[config.mk]
export PLATFORM = sky130hd
export DESIGN_NAME = decoder_nto2n_scan
export DESIGN_NICKNAME = d
export VERILOG_FILES = /design/src/rtl/decoder_nto2n_scan.sv
export SDC_FILE = /design/constraint.sdc
export NUM_CORES = 1
export LEC_CHECK = 0
export CORE_UTILIZATION = 36
export CTS_CLUSTER_DIAMETER = 120
export DETAILED_ROUTE_END_ITERATION = 8
export GPL_TIMING_DRIVEN = 0
export PLACE_DENSITY = 0.76
export SYNTH_ARGS = -nofsm -noshare
export SYNTH_HDL_FRONTEND = slang
export SYNTH_SLANG_ARGS = --single-unit
[constraint.sdc]
create_clock -name clk -period 1.05 [get_ports clk]
set_input_delay 0.1575 -clock clk [delete_from_list [all_inputs] [get_ports clk]]
set_output_delay 0.1575 -clock clk [all_outputs]
set_load 0.03 [all_outputs]
[src/rtl/decoder_nto2n_scan.sv]
// decoder_nto2n_scan: N-to-2**N one-hot decoder with an optional auto-scan mode.
// Direct mode decodes sel on each valid/ready transfer with one cycle of latency.
// Scan mode (present only when DEC_SCAN_EN is defined) steps through the indices.
// Each index is held for DWELL cycles, and wrap pulses on each wrap-around.
// Without DEC_SCAN_EN, mode is ignored and wrap is tied low.
module decoder_nto2n_scan #(
  parameter int N     = 3,
  parameter int DWELL = 4
) (
  input  logic             clk,
  input  logic             rst_n,
  input  logic             en,
  input  logic             mode,
  input  logic             in_valid,
  output logic             in_ready,
  input  logic [N-1:0]     sel,
  output logic [2**N-1:0]  O,
  output logic             out_valid,
  output logic [N-1:0]     idx,
  output logic             wrap
);

  localparam int W = 2**N;

`ifdef DEC_SCAN_EN
  localparam int CW = (DWELL > 1) ? $clog2(DWELL) : 1;

  typedef enum logic [1:0] {IDLE, DIRECT, SCAN} state_t;

  logic          mode_eff;
  logic [CW-1:0] cnt;

  assign mode_eff = mode;
`else
  typedef enum logic [1:0] {IDLE, DIRECT} state_t;

  logic mode_eff;
  logic mode_unused;

  assign mode_eff    = 1'b0;
  assign mode_unused = mode;
  assign wrap        = 1'b0;
`endif

  state_t state;
  state_t next_state;
  logic   transfer;

  function automatic logic [W-1:0] decode(input logic [N-1:0] i);
    decode    = '0;
    decode[i] = 1'b1;
  endfunction

  assign in_ready = en & ~mode_eff;
  assign transfer = in_valid & in_ready;

  // State register; reset returns the FSM to IDLE immediately
  always_ff @(posedge clk or negedge rst_n) begin
    if (!rst_n) state <= IDLE;
    else        state <= next_state;
  end

  // Next state depends only on en and mode, never on the current state
  always_comb begin
    next_state = IDLE;
    if (en) begin
`ifdef DEC_SCAN_EN
      if (mode_eff) next_state = SCAN;
      else          next_state = DIRECT;
`else
      next_state = DIRECT;
`endif
    end
  end

`ifdef DEC_SCAN_EN
  // Output and dwell registers, keyed on the state being entered on this edge
  always_ff @(posedge clk or negedge rst_n) begin
    if (!rst_n) begin
      O         <= '0;
      out_valid <= 1'b0;
      idx       <= '0;
      wrap      <= 1'b0;
      cnt       <= '0;
    end else begin
      wrap <= 1'b0;
      case (next_state)
        DIRECT: begin
          cnt <= '0;
          if (transfer) begin
            O         <= decode(sel);
            idx       <= sel;
            out_valid <= 1'b1;
          end else if (state != DIRECT) begin
            O         <= '0;
            idx       <= '0;
            out_valid <= 1'b0;
          end
        end
        SCAN: begin
          if (state != SCAN) begin
            O         <= decode('0);
            idx       <= '0;
            out_valid <= 1'b1;
            cnt       <= '0;
          end else if (cnt == CW'(DWELL - 1)) begin
            cnt       <= '0;
            idx       <= idx + N'(1);
            O         <= decode(idx + N'(1));
            out_valid <= 1'b1;
            wrap      <= (idx == N'(W - 1));
          end else begin
            cnt <= cnt + CW'(1);
          end
        end
        default: begin
          O         <= '0;
          out_valid <= 1'b0;
          idx       <= '0;
          cnt       <= '0;
        end
      endcase
    end
  end
`else
  // Output registers for the direct-only build
  always_ff @(posedge clk or negedge rst_n) begin
    if (!rst_n) begin
      O         <= '0;
      out_valid <= 1'b0;
      idx       <= '0;
    end else begin
      case (next_state)
        DIRECT: begin
          if (transfer) begin
            O         <= decode(sel);
            idx       <= sel;
            out_valid <= 1'b1;
          end else if (state != DIRECT) begin
            O         <= '0;
            idx       <= '0;
            out_valid <= 1'b0;
          end
        end
        default: begin
          O         <= '0;
          out_valid <= 1'b0;
          idx       <= '0;
        end
      endcase
    end
  end
`endif

endmodule

=== Word-level counts from Yosys, hierarchy flattened ===
Index checks and enable logic that the tools add are counted.

* $lt $le $gt $ge: 2
* Eq/ne operators: 3
* Muxes and demuxes: 12
* Bitwise logic cells: 1
* Reductions and logical operators: 1

{| class="wikitable"
|+ Operators with widths
! kind !! count
|-
| 2-to-1 mux 8 bit || 3
|-
| 2-to-1 mux 3 bit || 3
|-
| 2-to-1 mux 1 bit || 5
|-
| < comparator 3 x 4 -> 1 bit (second input constant) || 1
|-
| demux 1 bit (select 3 bit) || 1
|-
| >= comparator 3 x 1 -> 1 bit (second input constant) || 1
|-
| != test 3 bit (second input constant) || 1
|-
| != test 2 x 1 -> 1 bit (second input constant) || 1
|-
| AND 1 bit || 1
|-
| == test 1 bit (second input constant) || 1
|-
| logical AND 1 bit || 1
|}

* Register bits: 14
* Bits of input ports: 8
* Word-level logic and storage cells: 23

=== Logic depth before layout (Yosys ltp) ===
Gate-level depths: netlist of the first run.

* Depth after elaboration: 6
* Depth in mapped cells: 4
* Gate-level depth less buffers: 2

=== Worst setup path before layout of the first run ===
No wires, ideal clock.

* Path type: reg2reg
* Start: register state[0]
* End: register O[0]
* Setup time: 0.121 ns
* Data arrival time: 0.906 ns
* Required time: 0.929 ns
* Path slack: 0.023 ns
* Stages on the path, launching flop included: 4
* Path buffers: 1
* Period minus slack after synthesis: 1.027 ns
* Cells stage by stage: dfrtp_1 -> and3b_1 -> buf_6 -> a22o_1

* Word-level cells in the longest chain between the ends: 2

{| class="wikitable"
|+ RTL lines
! what !! RTL line !! source
|-
| start: declaration || 45 || <nowiki>state_t state;</nowiki>
|-
| start signal: assignment || 60 || <nowiki>else state <= next_state;</nowiki>
|-
| != test 2 x 1 -> 1 bit || 139 || <nowiki>end else if (state != DIRECT) begin</nowiki>
|-
| != test 3 bit (no source line) || -- ||
|-
| end signal: assignment || 136 || <nowiki>O <= decode(sel);</nowiki>
|-
| end: declaration || 17 || <nowiki>output logic [2**N-1:0] O,</nowiki>
|}

Every way passes these cells.
A chain may end at the register's enable or synchronous reset.

=== Worst setup path after layout of the first run ===
* Start: register state[0]
* End: register O[1]

The elaborated chain is that of the path after synthesis.

==> results of run 1 <==
==> layout make-up <==
| type | count | area (um^2) | area share, % |
|---|---|---|---|
| Buffer | 4 | 33.78 | 4.688 |
| Clock buffer | 4 | 26.28 | 3.646 |
| Inverter | 2 | 7.507 | 1.042 |
| Multi-Input combinational cell | 24 | 185.2 | 25.69 |
| Sequential cell | 13 | 325.3 | 45.14 |
| Tap cell | 15 | 18.77 | 2.604 |
| Timing Repair Buffer | 19 | 123.9 | 17.19 |
==> through the flow <==
stage                     setup slack (ps)  total power, mW  TNS (ps)  utilization [%]
after floorplan                      23.41           0.6160         0                -
after global placement              -651.7           0.6911     -4350            54.95
after detailed placement            -669.7           0.6928     -4589            54.95
after CTS                            5.612           0.9864         0            53.11
after global routing                -6.396            1.023    -12.45            52.75
final                                22.45           0.9754         0            52.75
==> where the power goes <==
group	switching, mW	internal, mW	leakage (nW)	total [mW]
sequential	0.00759	0.516	0.175	0.523
clock	0.160	0.147	0.0150	0.307
combinational	0.0870	0.0578	0.226	0.145
==> cells in the mapped netlist <==
| cell | number |
|---|---|
| a21boi_1 | 3 |
| a21oi_1 | 1 |
| a22o_1 | 2 |
| a32o_2 | 6 |
| and3_2 | 1 |
| and3b_1 | 2 |
| buf_4 | 3 |
| buf_6 | 1 |
| conb_1 | 1 |
| dfrtp_1 | 13 |
| inv_1 | 2 |
| nand2_1 | 3 |
| nand3b_1 | 3 |
| nor2_1 | 1 |
| nor2b_1 | 1 |
==> worst max path at each step <==
stage                   from  endpoint  slack [ps]  cells past startpoint
floorplan           state[0]      O[0]          20                      3
finish              state[0]      O[1]          20                      3
CTS                       en  in_ready           6                      3
global route        state[0]      O[3]          -6                      3
global placement          en  in_ready        -650                      3
detailed placement        en  in_ready        -670                      3
==> flip-flops by register name, summed over array words and instances (netlist names) <==
signal / count
state: 1
O: 8
out_valid: 1
idx: 3
==> cells by family (layout without fill, tap and decap cells) <==
logic type / Yosys count / in the layout / share of synthesized area [%]
buffers and inverters: 6 / 29 / 7.483
AO/OA/AOI/OAI: 12 / 12 / 20.41
AND/OR/NAND/NOR: 11 / 11 / 12.47
other: 1 / 1 / 0.6796
flip-flops: 13 / 13 / 58.96
==> what timing repair did <==
action	4_1_cts	5_1_grt
gates resized for setup	65	1
setup endpoints to repair	21	7
pin swaps	0	1
buffers inserted	1	0
==> routing by layer <==
layer / up-vias / global-route usage [%]
met3: 5 / 4.891
met2: 16 / 18.36
li1: 202 / -
met1: 188 / 20.27
met4: 0 / 12.10
met5: - / 0
==> layout by cell type (no fill, tap or decap), types with 2 or more instances in the layout <==
master and instances:
buf_4 4, a32o_2 6, and3b_1 2, nand3b_1 3, inv_1 2, clkbuf_4 3, nand2_1 3, a21boi_1 3
buf_2 12, clkdlybuf4s50_1 4, a22o_1 2, dfrtp_1 13
==> impl_results.md, run 1 <==
- Status: finished clean
- Core area: 0.001366 mm^2
- Final min period: 1028 ps
- Die width: 41.15 um
- Slew Limit Fails: 0
- Synth Cell Area: 551.8 um^2
- Synth cell types: 15
- Max incr delay on CP: 380 ps
- Worst EP arrival: 1200 ps
- Htree depth: 1
- Met2 Wirelength: 415 um
- CP top delay family: flip-flops
- Total Nets Final: 75
- First-pass GRT wire length: 1511 um
- Worst setup SP type: register
- Synthesis-to-layout area growth: 30.61%
- Worst vdd ir: 0.7794 mV
- Die ar.: 0.001693 mm^2
- Hold crit path type: input pin to register
- Finished Layout Cells: 81
- R2R depth: 3
- Pwr dens: 1353 mW/mm^2
- Fill cells: 125
- Largest net degree at the start of global routing: 14
- WL final: 1019 um
- Antenna Nets Post-Route: 0
- Via count: 411
- Detailed Route Iter0 Violations: 5
- Share of cells above drive strength 1: 43.94%
- WP buf/inv: 1
- Worst reg2reg path endpoint: O[1]
- Register area share after synthesis: 58.96%
- CTS clk-pin slew, worst paths: 80 ps
- Worst Hold Launch: en
- Ant. Diodes: 0
- Starting Density: 40.38%
- Met3 wire length: 67 um
- Cells after Synth: 43
- Gr usage total: 14.82%
- Hold_ws: 73.61 ps
- Wire length per cell: 12.58 um
- Area share of the largest cell type after synthesis: 58.96%
- Maximum Capacitance Violations: 0
- Crit path kind: register to register
- CTS root buf: clkbuf_4
- Worst Hold Path EP: state[0]
- Number of global-route vias before repair: 340
- Synth Area per Inst: 12.83 um^2
- Maximum clock rate: 973.2 MHz
- Gp weighted congestion: 0.6815
- Worst path required time: 1220 ps
- Synthesized net count: 51
- Synthesis-stage register bit count: 13
- Vias per cell: 5.074
- Critical path peak fanout: 8
- Grt total ovfl: 0
- Worst slew margin: 63.15%
- Ports: 22
- Initial antenna violation count: 0
- Drt drc: 0
- Pre-antenna DRT Iters: 3
- Yosys top cell by area: dfrtp_1
- Input/output buffers: 18
- Row cnt: 13
- Top cells by area, synth: dfrtp_1 59%, a32o_2 12%, a21boi_1 4.1%, buf_4 4.1%, nand3b_1 4.1%
- Hold path cells: 1
- CTS Sinks: 13
- Hold Vio Cnt, Final: 0
- YS warnings: 0
- CTS Buf Count: 3
- Post-cts hold buffer count: 0
- Fin crit share: 97.86%
- DP HPWL: 730.8 um
- Cells after DPL: 76
- Final instance area: 720.7 um^2
- Unrepaired setup endpoints after global routing: yes
- Final setup fails: 0
- CTS Buffer Depth: 2
- M1 WL: 504 um
- Placed Instance Area: 750.7 um^2
- Leak: 0.4161 nW
- Die Y-Extent: 41.15 um
- Clock Skews: 2.025 ps
- Clk_lat worst skew: 280 ps
- Worst setup EP type: register
- Top Metal Used: met4
- CTS tree: built
- RR Startpoint: state[0]
- Worst path cell trace: and3b_1, buf_6, a22o_1
- Worst-Margin Slew: 551.0 ps
- R2R setup slack: 20 ps
- CP max stage cell: dfrtp_1
Power figures use the tool's default switching activity.
==> inputs of run 2 (changes only) <==
--- a/config.mk
+++ b/config.mk
@@ -9,6 +9,7 @@
 export CTS_CLUSTER_DIAMETER = 120
 export DETAILED_ROUTE_END_ITERATION = 8
 export GPL_TIMING_DRIVEN = 0
+export MAX_ROUTING_LAYER = met4
 export PLACE_DENSITY = 0.76
 export SYNTH_ARGS = -nofsm -noshare
 export SYNTH_HDL_FRONTEND = slang
==> run 2 against run 1 <==
Net effect:
- core utilization unchanged
- register-to-register slack about the same
- critical path depth unchanged
- critical path type unchanged
- largest cell class unchanged
==> impl_results.md, run 2 (same netlist as run 1, synthesis figures left out) <==
- WL final: 1019 um (unchanged)
- Initial antenna violation count: 0 (unchanged)
- First-pass GRT wire length: 1504 um (-0.46%)
- Die width: 41.15 um (unchanged)
- Core area: 0.001366 mm^2 (unchanged)
- Final Util: 52.75% (unchanged)
- Wire length per cell: 12.58 um (unchanged)
- Worst setup EP type: register
- Switching pwr: 0.2545 mW (about the same)
- CTS root buf: clkbuf_4
- Comb pwr share: 14.8% (about the same)
- Cell Int Power: 0.7208 mW (about the same)
- Maximum clock rate: 973.2 MHz (about the same)
- Fin crit share: 97.86% (about the same)
- Commonest non-fill, non-tap cell in the layout: dfrtp_1
- Via count: 411 (unchanged)
- Post-cts hold buffer count: 0 (unchanged)
- Place WS: -669.7 ps (unchanged)
- Number of global-route vias before repair: 339 (-0.29%)
- Max incr delay on CP: 380 ps (about the same)
- Starting Density: 40.38% (unchanged)
- R2R setup slack: 20 ps (about the same)
- CTS tree: built
- Flop pwr share: 53.6% (about the same)
- Unrepaired setup endpoints after global routing: yes
- Hold_ws: 73.65 ps (+0.03790 ps)
- Critical path peak fanout: 8 (unchanged)
- Worst path required time: 1220 ps (about the same)
- Gp weighted congestion: 0.6885 (+1.0%)
- Synthesis-to-layout area growth: 30.61% (unchanged)
- Largest net degree at the start of global routing: 14 (unchanged)
- Status: finished clean
- Worst EP arrival: 1200 ps (about the same)
- Die Y-Extent: 41.15 um (unchanged)
- Ant. Diodes: 0 (unchanged)
- CTS Sinks: 13 (unchanged)
- Drt drc: 0 (unchanged)
- CP max stage cell: dfrtp_1
- Hold crit path type: input pin to register
- Gr usage total: 15.23% (+0.41 points)
- Ports: 22 (unchanged)
- Row cnt: 13 (unchanged)
- Antenna Nets Post-Route: 0 (unchanged)
- Pre-antenna DRT Iters: 3 (unchanged)
- Htree depth: 1 (unchanged)
- RR Startpoint: state[0]
- Worst slew margin: 63.15% (unchanged)
- CTS Buffer Depth: 2 (unchanged)
- Final min period: 1028 ps (-0.04110 ps)
- Top flop regs: O: 8 flops, idx: 3 flops
- Input/output buffers: 18 (unchanged)
- CTS Buf Count: 3 (unchanged)
- Slew Limit Fails: 0 (unchanged)
- Worst setup SP type: register
- R2R depth: 3 (unchanged)
- Share of cells above drive strength 1: 43.94% (unchanged)
- Largest reg by FF count: O
- Fill cells: 125 (unchanged)
- Clock Skews: 1.997 ps (-0.02765 ps)
- CP startpoint: state[0]
- Worst vdd ir: 0.7794 mV (unchanged)
- Maximum Capacitance Violations: 0 (unchanged)
- Commonest non-fill, non-tap cells in the layout: 13 x dfrtp_1, 12 x buf_2, 6 x a32o_2
- Final setup fails: 0 (unchanged)
- Worst Hold Launch: en
- Worst path cell trace: and3b_1, buf_6, a22o_1
- Pwr dens: 1353 mW/mm^2 (about the same)
- Switching Share: 26.09% (about the same)
- Worst-Margin Slew: 551.0 ps (unchanged)
- Setup WS post-layout: 22.49 ps (+0.04110 ps)
- Die ar.: 0.001693 mm^2 (unchanged)
- Clock network power share: 31.5% (about the same)
- Detailed Route Iter0 Violations: 5 (unchanged)
- DP HPWL: 730.8 um (unchanged)
- Grt total ovfl: 0 (unchanged)
- Crit path kind: register to register
- Hold Vio Cnt, Final: 0 (unchanged)
- Clk_lat worst skew: 280 ps (about the same)
- Vias per cell: 5.074 (unchanged)
- Max reg flops: 8 (unchanged)
- Total Nets Final: 75 (unchanged)
- CTS clk-pin slew, worst paths: 80 ps (about the same)
- Leak: 0.4161 nW (unchanged)
- Hold path cells: 1 (unchanged)
run 2: cell counts in the layout (fill, tap and decap cells not counted):
Identical to the previous run, type by type.
run 2: cell type report:
class	count	area [um^2]	area share (%)
inverters	2	7.507	1.042
multi-input cells	24	185.2	25.69
flip-flops and latches	13	325.3	45.14
clock buffers	4	26.28	3.646
repair buffers	19	123.9	17.19
plain buffers	4	33.78	4.688
well taps	15	18.77	2.604
run 2: worst max-delay path: cells and delay by family, from the launching register on:
family / cells / cell delay, ps
flops: 1 / 380
compound gates: 1 / 220
simple gates: 1 / 190
buf+inv: 1 / 130
run 2: path summary, 6_finish.rpt:
check / endpoint
max: O[1]
min: state[0]
max reg2reg: O[1]
min reg2reg: O[3]
max in group asynchronous: O[7]
min in group asynchronous: out_valid
run 2: metal layers:
metal  vias up  part of all wire (%)  track usage, %
li1        202                     -               -
met1       188                    50           20.27
met2        16                    41           18.36
met3         5                   6.4           4.891
met4         0                   3.0           12.10
met5         -                     0               -
run 2: through the flow:
stage | instances | TNS [ps] | total power [mW] | instance area (um^2)
after global placement | 76 | -4350 | 0.6911 | 750.7
after detailed placement | 76 | -4589 | 0.6928 | 750.7
after CTS | 81 | 0 | 0.9864 | 725.7
after global routing | 81 | -12.45 | 1.023 | 720.7
final | 81 | 0 | 0.9753 | 720.7
after floorplan | 43 | 0 | 0.6160 | 551.8
run 2: power by group through the flow:
stage                     Sequential (mW)  Combinational [mW]  Clock, mW
after detailed placement            0.536               0.157          0
after global routing                0.525               0.158      0.339
after floorplan                     0.562              0.0536          0
final                               0.523               0.145      0.307
after CTS                           0.523               0.147      0.316
after global placement              0.535               0.156          0
run 2: what timing repair did:
action	CTS	global route
resized for setup	65	1
endpoints found under the setup margin	21	7
pin swaps	0	1
buffers inserted	1	0
